## src/rtl/busca_instrucao.sv

```systemverilog
// busca_instrucao -- instruction-fetch stage of the 16-bit MIPS datapath.
//
// Owns the program counter, presents it to the combinational instruction ROM
// and registers the returned word into the IF/ID pipeline register. Supports
// sequential advance (+2), taken branches and jumps resolved in decode, decode
// stalls, and counts every instruction loaded into IF/ID as valid.
//
// Ports:
//   clk            in   1   system clock, rising edge
//   rst_n          in   1   asynchronous active-low reset
//   pc             out  16  fetch address to memoria_instrucao
//   instrucao_mem  in   16  ROM word at pc (same cycle)
//   parar          in   1   decode stall: hold PC and IF/ID
//   desvio         in   1   branch taken for the instruction in IF/ID
//   desvio_offset  in   8   signed word offset of that branch
//   salto          in   1   jump for the instruction in IF/ID
//   salto_alvo     in   16  absolute jump target (bit 0 ignored)
//   if_valido      out  1   IF/ID holds a real instruction
//   if_instrucao   out  16  IF/ID instruction
//   if_pc          out  16  byte address of if_instrucao
//   contador_busca out  16  count of valid instructions loaded into IF/ID

module busca_instrucao #(
    parameter logic [15:0] PC_RESET = 16'h0000
) (
    input  logic        clk,
    input  logic        rst_n,
    output logic [15:0] pc,
    input  logic [15:0] instrucao_mem,
    input  logic        parar,
    input  logic        desvio,
    input  logic [7:0]  desvio_offset,
    input  logic        salto,
    input  logic [15:0] salto_alvo,
    output logic        if_valido,
    output logic [15:0] if_instrucao,
    output logic [15:0] if_pc,
    output logic [15:0] contador_busca
);

    logic        faz_salto;
    logic        faz_desvio;
    logic        redireciona;
    logic        carrega;
    logic [15:0] alvo_desvio;
    logic [15:0] pc_prox;

    // Control transfers only belong to a real instruction in IF/ID; a bubble
    // cannot redirect fetch.
    assign faz_salto   = salto & if_valido;
    assign faz_desvio  = desvio & if_valido & ~salto;
    assign redireciona = faz_salto | faz_desvio;
    assign carrega     = ~redireciona & ~parar;

    // Sign-extended word offset scaled to bytes: 7 sign copies + 8 bits + 0.
    assign alvo_desvio = if_pc + 16'd2 + {{7{desvio_offset[7]}}, desvio_offset, 1'b0};

    always_comb begin
        pc_prox = pc + 16'd2;
        if (faz_salto) begin
            pc_prox = {salto_alvo[15:1], 1'b0};
        end else if (faz_desvio) begin
            pc_prox = alvo_desvio;
        end else if (parar) begin
            pc_prox = pc;
        end
    end

    always_ff @(posedge clk or negedge rst_n) begin
        if (!rst_n) begin
            pc             <= PC_RESET;
            if_valido      <= 1'b0;
            if_instrucao   <= '0;
            if_pc          <= '0;
            contador_busca <= '0;
        end else begin
            pc <= pc_prox;
            if (redireciona) begin
                // Flush: the word fetched this cycle is on the wrong path.
                if_valido <= 1'b0;
            end else if (carrega) begin
                if_valido      <= 1'b1;
                if_instrucao   <= instrucao_mem;
                if_pc          <= pc;
                contador_busca <= contador_busca + 16'd1;
            end
        end
    end

endmodule

```

## config.mk

```make
export PLATFORM = sky130hd
export DESIGN_NAME = busca_instrucao
export DESIGN_NICKNAME = d
export VERILOG_FILES = /design/src/rtl/busca_instrucao.sv
export SDC_FILE = /design/constraint.sdc
export NUM_CORES = 1
export LEC_CHECK = 0
export BUFFER_PORTS_ARGS = -buffer_cell sky130_fd_sc_hd__clkbuf_2
export CORE_MARGIN = 1.5
export CORE_UTILIZATION = 45
export DETAILED_ROUTE_END_ITERATION = 7
export PLACE_DENSITY = 0.7
export SYNTH_ARGS = -nofsm -noshare
export SYNTH_HDL_FRONTEND = slang
export SYNTH_SLANG_ARGS = --single-unit
```

## constraint.sdc

```tcl
create_clock -name clk -period 3.4 [get_ports clk]
set_input_delay 0.51 -clock clk [delete_from_list [all_inputs] [get_ports clk]]
set_output_delay 0.51 -clock clk [all_outputs]
set_load 0.01 [all_outputs]
```

==> impl_metrics.toml, run 1 <==
[yosys]
synthesis.area_um2 = 3870
yosysMostFrequentCell = "dfrtp_1"
synthCells = 383
ys_ff_latch = 65
synth_flop_cell = "dfrtp_1"
avgSynthCellArea_um2 = 10.1
synth_edf_count = 0
netlist_top_cells_count = "65 x dfrtp_1, 32 x mux2_2, 32 x nand2_1"
synth_top_area_share_pct = 42.0
synth_top_area_cell = "dfrtp_1"
synthArstFlopShare_pct = 100
synth.distinct_cells = 50
ys_seq_area_share_pct = 42.0
yosysWarnings = 0
syn_nets = 458
post_synth_main_area_contributors = "dfrtp_1 42%, ha_1 9.4%, mux2_2 9.3%"

[setup_path]
reg2reg_from = "if_pc[2]$_DFFE_PN0P_"
cp.arrival_ns = 2.98
r2r_cells = 9
crit_fanout = 3
criticalPathCategory = "register to register"
cp-start-kind = "register"
r2r_end = "pc[8]$_DFFE_PN0P_"
endpoint_kind = "register"
rrSetupSlack_ns = 0.71
critPathRequiredTime_ns = 3.69

[global_route]
gr-total-overflow = 0
grt_first_pass_wirelength_um = 14500
grt_pass1_vias = 2975
track_usage_pct = 20.9
grt_max_degree = 44
antenna_found_initial = 0

[placed_design]
gp_congestion = 0.866
dp_hpwl_um = 6890
io_buffers = 108
place_area_um2 = 4510

[clock_network]
cts_setup_buffers = 0
clk_pin_slew_ns = 0.08
cts.sinks = 65
clockBufferDepth = 2
ctsHoldBuffers = 0
h-tree-depth = 3
cts_tree = "yes"
post_cts_resized = 0
numCtsBuffers = 9
clkLatencyLatePin_ns = 0.34
clock-root-buffer = "clkbuf_8"

[timing]
rsz0062_at_grt = "no"
fin_crit_ns = 2.69
fmax_mhz = 371
skew_ns = 0.00600
finalSetupTns_ns = 0
worst_slew_pin_slew_ns = 1.01
setup_violations = 0
hold_violations = 0
period_share_pct = 79.2
worst_hold_slack_ns = 0.338
slew_violations = 0
max_slew_margin_pct = 32.7

[route]
first_pass_iters = 4
vias_per_cell = 5.48
ant_nets = 0
drc_errors = 0
drt_iter0_markers = 131
drt_wl_total_um = 9290
detailroute.via_count = 3300
post_drt_wl_per_cell_um = 15.4

[cells_and_area]
antenna_cells = 0
syn_to_final_growth_pct = 21.8
nets = 567
final_cell_area_um2 = 4710
drive_gt1_share_pct = 34.0

[floorplanning]
dieArea_um2 = 9170
ios = 110
num_rows = 33
fp.dieH_um = 95.8
coreArea_um2 = 8260
initial_core_util_pct = 46.9
die_x_um = 95.8

[power_and_ir_drop]
total_leakage_power_nw = 2.23
power_density_nw_per_um2 = 851
peakVddDrop_uv = 420

[job]
drv_cap = 0

[status]
status = "complete, no violations"

[min_path]
min_path_type = "input pin to asynchronous set/reset pin"
## power by group
| group | total (W) | leakage, nW | internal [W] | switching [W] |
|---|---|---|---|---|
| combinational | 0.00199 | 1.34 | 0.000917 | 0.00107 |
| clock | 0.000684 | 0.101 | 0.000346 | 0.000338 |
| sequential | 0.00134 | 0.785 | 0.00103 | 0.000309 |
| total | 0.00401 | 2.23 | 0.00230 | 0.00172 |
## cells in the final DEF (no fill, tap or decap), drive strengths merged, types with 2 or more instances in the layout
cell type  Yosys  routed
a211oi         5       5
nand3         13      13
o21ai         26      26
and4           3       3
o21a           5       5
mux2          32      32
and3           7       7
nor2          29      29
buf            9       6
nand4          6       6
a31oi          2       2
a21oi         30      30
xnor2         25      25
inv            5       6
a22oi          6       6
ha            29      29
a21o           5       5
nor3           4       4
o22ai          3       3
xor2           8       8
clkbuf         6     116
nand3b         3       3
nor2b          2       2
nor4           2       2
dfrtp         65      65
and2           3       3
clkinv         0       4
a41oi          2       2
nand2         33      33
## per-stage QoR
| step | std cells | setup slack (ns) | util, % | total power [W] |
|---|---|---|---|---|
| detailed placement | 586 | 0.506 | 54.6 | 0.00335 |
| CTS | 602 | 0.706 | 57.1 | 0.00404 |
| global route | 602 | 0.498 | 57.1 | 0.00435 |
| finish | 602 | 0.707 | 57.1 | 0.00401 |
| floorplan | 383 | 0.838 | - | 0.00270 |
| global placement | 586 | 0.521 | 54.6 | 0.00330 |
## logic make-up (layout without fill, tap and decap cells)
group / after synthesis / after routing / synth area share, %
muxes: 32 / 32 / 9.31
xor gates and xnor gates: 33 / 33 / 7.47
buffers and inverters: 20 / 134 / 2.29
DFF: 65 / 65 / 42.0
adders and majority gates: 30 / 30 / 9.89
and+or+nand+nor: 110 / 110 / 14.1
AOI/OAI and AO/OA: 93 / 93 / 14.9
## layout make-up
cell class / count / area (um2)
fillers: 756 / 3540
clock inverters: 7 / 80.1
inverters: 5 / 18.8
well taps: 105 / 131
multi-input cells: 298 / 2160
clock buffers: 9 / 124
flip-flops and latches: 65 / 1630
repair buffers: 113 / 578
## worst max-delay path by stage
stage | startpoint | cells after the start | endpoint | slack (ns)
floorplan | desvio_offset[1] | 9 | pc[8]$_DFFE_PN0P_ | 0.84
global placement | desvio_offset[1] | 10 | pc[14]$_DFFE_PN0P_ | 0.52
detailed placement | desvio_offset[1] | 10 | pc[14]$_DFFE_PN0P_ | 0.51
CTS | if_pc[2]$_DFFE_PN0P_ | 9 | pc[14]$_DFFE_PN0P_ | 0.71
global route | if_pc[2]$_DFFE_PN0P_ | 9 | pc[8]$_DFFE_PN0P_ | 0.50
finish | if_pc[2]$_DFFE_PN0P_ | 9 | pc[8]$_DFFE_PN0P_ | 0.71
## per-layer routing
layer	vias up	GRT usage, %	share of wire (%)
met5	-	0	0
met4	0	8.82	1.9
met3	18	3.24	5.3
met2	92	32.2	48
met1	1568	29.1	45
li1	1622	-	-
## sequential cells by signal, summed over array words and instances, names as in the netlist
| name | flops |
|---|---|
| if_instrucao | 16 |
| pc | 16 |
| contador_busca | 16 |
| if_pc | 16 |
| if_valido | 1 |
## critical path, stage by stage (launching register included)
cell,delay [ns]
dfrtp_1,0.40
ha_1,0.29
ha_1,0.25
fa_1,0.44
a211oi_1,0.30
o21ai_0,0.19
and2_1,0.23
a211o_1,0.27
a21oi_1,0.15
a221o_1,0.12
Power figures use the tool's default switching activity.
==> run 2, diff against run 1 <==
--- a/config.mk
+++ b/config.mk
@@ -5,11 +5,12 @@
 export SDC_FILE = /design/constraint.sdc
 export NUM_CORES = 1
 export LEC_CHECK = 0
+export ABC_AREA = 1
 export BUFFER_PORTS_ARGS = -buffer_cell sky130_fd_sc_hd__clkbuf_2
 export CORE_MARGIN = 1.5
 export CORE_UTILIZATION = 45
 export DETAILED_ROUTE_END_ITERATION = 7
-export PLACE_DENSITY = 0.7
+export PLACE_DENSITY = 0.71
 export SYNTH_ARGS = -nofsm -noshare
 export SYNTH_HDL_FRONTEND = slang
 export SYNTH_SLANG_ARGS = --single-unit
==> constraint.sdc (replaced) <==
create_clock -name clk -period 2.3 [get_ports clk]
set_input_delay 0.345 -clock clk [delete_from_list [all_inputs] [get_ports clk]]
set_output_delay 0.345 -clock clk [all_outputs]
set_load 0.01 [all_outputs]
==> run 2 against run 1 <==
  * Cell area is 8.5% higher
  * First-iteration DRC count is 71% higher
  * Final cell count is 33% higher
  * Largest power group unchanged
==> impl_metrics.toml, run 2 <==
[route]
post_drt_wl_per_cell_um = 13.5
ant_nets = 0
vias_per_cell = 5.01
drt_wl_total_um = 10900
drc_errors = 0
first_pass_iters = 5
drt_iter0_markers = 224
detailroute.via_count = 4024

[yosys]
synth_top_area_share_pct = 38.2
ys_ff_latch = 65
synthCells = 578
yosysMostFrequentCell = "nand2_1"
netlist_top_cells_count = "211 x nand2_1, 69 x inv_1, 65 x dfrtp_1"
synth.distinct_cells = 36
synthArstFlopShare_pct = 100
avgSynthCellArea_um2 = 7.37
post_synth_main_area_contributors = "dfrtp_1 38%, nand2_1 19%, ha_1 8.5%"
ys_seq_area_share_pct = 38.2
synth_edf_count = 0
synth_flop_cell = "dfrtp_1"
yosysWarnings = 0
syn_nets = 653
synth_top_area_cell = "dfrtp_1"
synthesis.area_um2 = 4260

[timing]
period_share_pct = 92.9
worst_hold_slack_ns = 0.156
worst_slew_pin_slew_ns = 0.837
max_slew_margin_pct = 44.2
fin_crit_ns = 2.14
finalSetupTns_ns = 0
slew_violations = 0
skew_ns = 0.0123
fmax_mhz = 468
rsz0062_at_grt = "no"
hold_violations = 0
setup_violations = 0

[job]
drv_cap = 0

[cells_and_area]
drive_gt1_share_pct = 22.5
fillers = 898
final_common_cell = "nand2_1"
antenna_cells = 0
final_cell_mix = "211 x nand2_1, 108 x clkbuf_2, 69 x inv_1, 65 x dfrtp_1, 35 x nand3_1"
syn_to_final_growth_pct = 20.1
nets = 762

[clock_network]
clk_pin_slew_ns = 0.09
cts.sinks = 65
clock-root-buffer = "clkbuf_8"
h-tree-depth = 3
clkLatencyLatePin_ns = 0.36
numCtsBuffers = 9
cts_setup_buffers = 0
cts_tree = "yes"
clockBufferDepth = 2
ctsHoldBuffers = 0

[global_route]
grt_first_pass_wirelength_um = 17800
gr-total-overflow = 0
antenna_found_initial = 0
track_usage_pct = 22.6
grt_max_degree = 66
grt_pass1_vias = 3780

[setup_path]
cp_num_buf_inv = 0
critical_path.top_delay_family = "adder cells"
r2r_cells = 12
cp-start-kind = "register"
criticalPathCategory = "register to register"
r2r_end = "pc[10]$_DFFE_PN0P_"
worstPathCellList = "ha_1 > ha_1 > fa_1 > nand3_2 > nand3_2 > nand2_1 > nand3_1 > nand2_1 > nand3_1 > nand3_1 > nand2_1 > nand2_1"
endpoint_kind = "register"
cp_slowest_cell = "fa_1"
path_depth = 12
reg2reg_from = "if_pc[2]$_DFFE_PN0P_"
crit_fanout = 4
path_common_cell = "nand2_1"
cp.arrival_ns = 2.43
rrSetupSlack_ns = 0.16
max_stage_delay_ns = 0.41
critPathRequiredTime_ns = 2.59

[status]
status = "complete, no violations"

[power_and_ir_drop]
total_leakage_power_nw = 2.92
power_density_nw_per_um2 = 1240
peakVddDrop_uv = 567

[floorplanning]
dieArea_um2 = 10100
die_x_um = 100
initial_core_util_pct = 46.3
fp.dieH_um = 100
ios = 110
num_rows = 35
coreArea_um2 = 9200

[placed_design]
gp_congestion = 0.922
io_buffers = 108
dp_hpwl_um = 8170

[min_path]
min_path_type = "input pin to asynchronous set/reset pin"
[run 2: cell types whose count changed in the layout (fill, tap and decap cells not counted), moves of 5 or more]
| cell | previous run | this run |
|---|---|---|
| a21o_1 | 5 | 0 |
| xor2_1 | 8 | 15 |
| xnor2_1 | 25 | 8 |
| mux2_2 | 32 | 0 |
| inv_2 | 0 | 5 |
| a21oi_1 | 30 | 14 |
| inv_1 | 5 | 69 |
| nand3_1 | 13 | 35 |
| nand2_1 | 32 | 211 |
| a22oi_1 | 6 | 0 |
| and3_1 | 7 | 0 |
[run 2: worst max-delay path by stage]
stage / start / slack [ns] / to
after floorplan: if_pc[2]$_DFFE_PN0P_ / 0.24 / pc[8]$_DFFE_PN0P_
after global placement: desvio_offset[1] / 0.11 / pc[8]$_DFFE_PN0P_
after detailed placement: desvio_offset[7] / 0.05 / pc[15]$_DFFE_PN0P_
after CTS: if_pc[2]$_DFFE_PN0P_ / 0.11 / pc[10]$_DFFE_PN0P_
after global routing: if_pc[2]$_DFFE_PN0P_ / 0.006 / pc[8]$_DFFE_PN0P_
final: if_pc[2]$_DFFE_PN0P_ / 0.16 / pc[10]$_DFFE_PN0P_
[run 2: cells by family (layout without fill, tap and decap cells)]
family / Yosys count / in the layout / share of synthesized area (%)
XOR/XNOR: 23 / 23 / 4.73
buffers and inverters: 87 / 201 / 8.02
adder cells (fa/ha/maj): 30 / 30 / 8.98
AO/OA/AOI/OAI: 57 / 57 / 7.16
flip-flops: 65 / 65 / 38.2
AND/OR/NAND/NOR: 316 / 316 / 32.9
[run 2: metal layers]
| metal | global-route usage (%) | vias to the layer above | wire, um |
|---|---|---|---|
| li1 | - | 2050 | - |
| met1 | 29.0 | 1857 | 4840 |
| met2 | 37.3 | 102 | 5210 |
| met3 | 5.78 | 15 | 651 |
| met4 | 7.37 | 0 | 171 |
| met5 | 0 | - | 0 |
[run 2: report_power, final]
part,internal (W),switching (W)
registers,0.00155,0.000463
logic,0.00126,0.00202
clock network,0.000521,0.000525
[run 2: layout make-up]
| type | count | area [um2] | area share (%) |
|---|---|---|---|
| inverters | 74 | 278 | 5.43 |
| flip-flops and latches | 65 | 1630 | 31.8 |
| repair buffers | 111 | 563 | 11.0 |
| multi-input cells | 426 | 2300 | 45.0 |
| clock buffers | 9 | 124 | 2.42 |
| well taps | 111 | 139 | 2.71 |
| clock inverters | 7 | 83.8 | 1.64 |
[run 2: repair_timing]
action	4_1_cts	5_1_grt
endpoints found under the hold margin	0	0
setup endpoints to repair	0	4
gates resized for setup	0	3
[run 2: worst register-to-register path, delay by kind of cell (launching register included)]
kind | cells | cell delay, ns
fa+ha+maj | 3 | 0.92
flops | 1 | 0.40
simple gates | 9 | 0.76
[run 2: metrics by stage]
step / setup slack, ns / util, % / instances / instance area, um2 / power (W)
3_3_place_gp: 0.113 / 53.3 / 787 / 4900 / 0.00517
6_report: 0.164 / 55.6 / 803 / 5120 / 0.00635
4_1_cts: 0.109 / 55.5 / 803 / 5110 / 0.00634
2_1_floorplan: 0.239 / - / 578 / 4260 / 0.00418
5_1_grt: 0.00631 / 55.6 / 803 / 5120 / 0.00696
3_5_place_dp: 0.0513 / 53.3 / 787 / 4900 / 0.00527
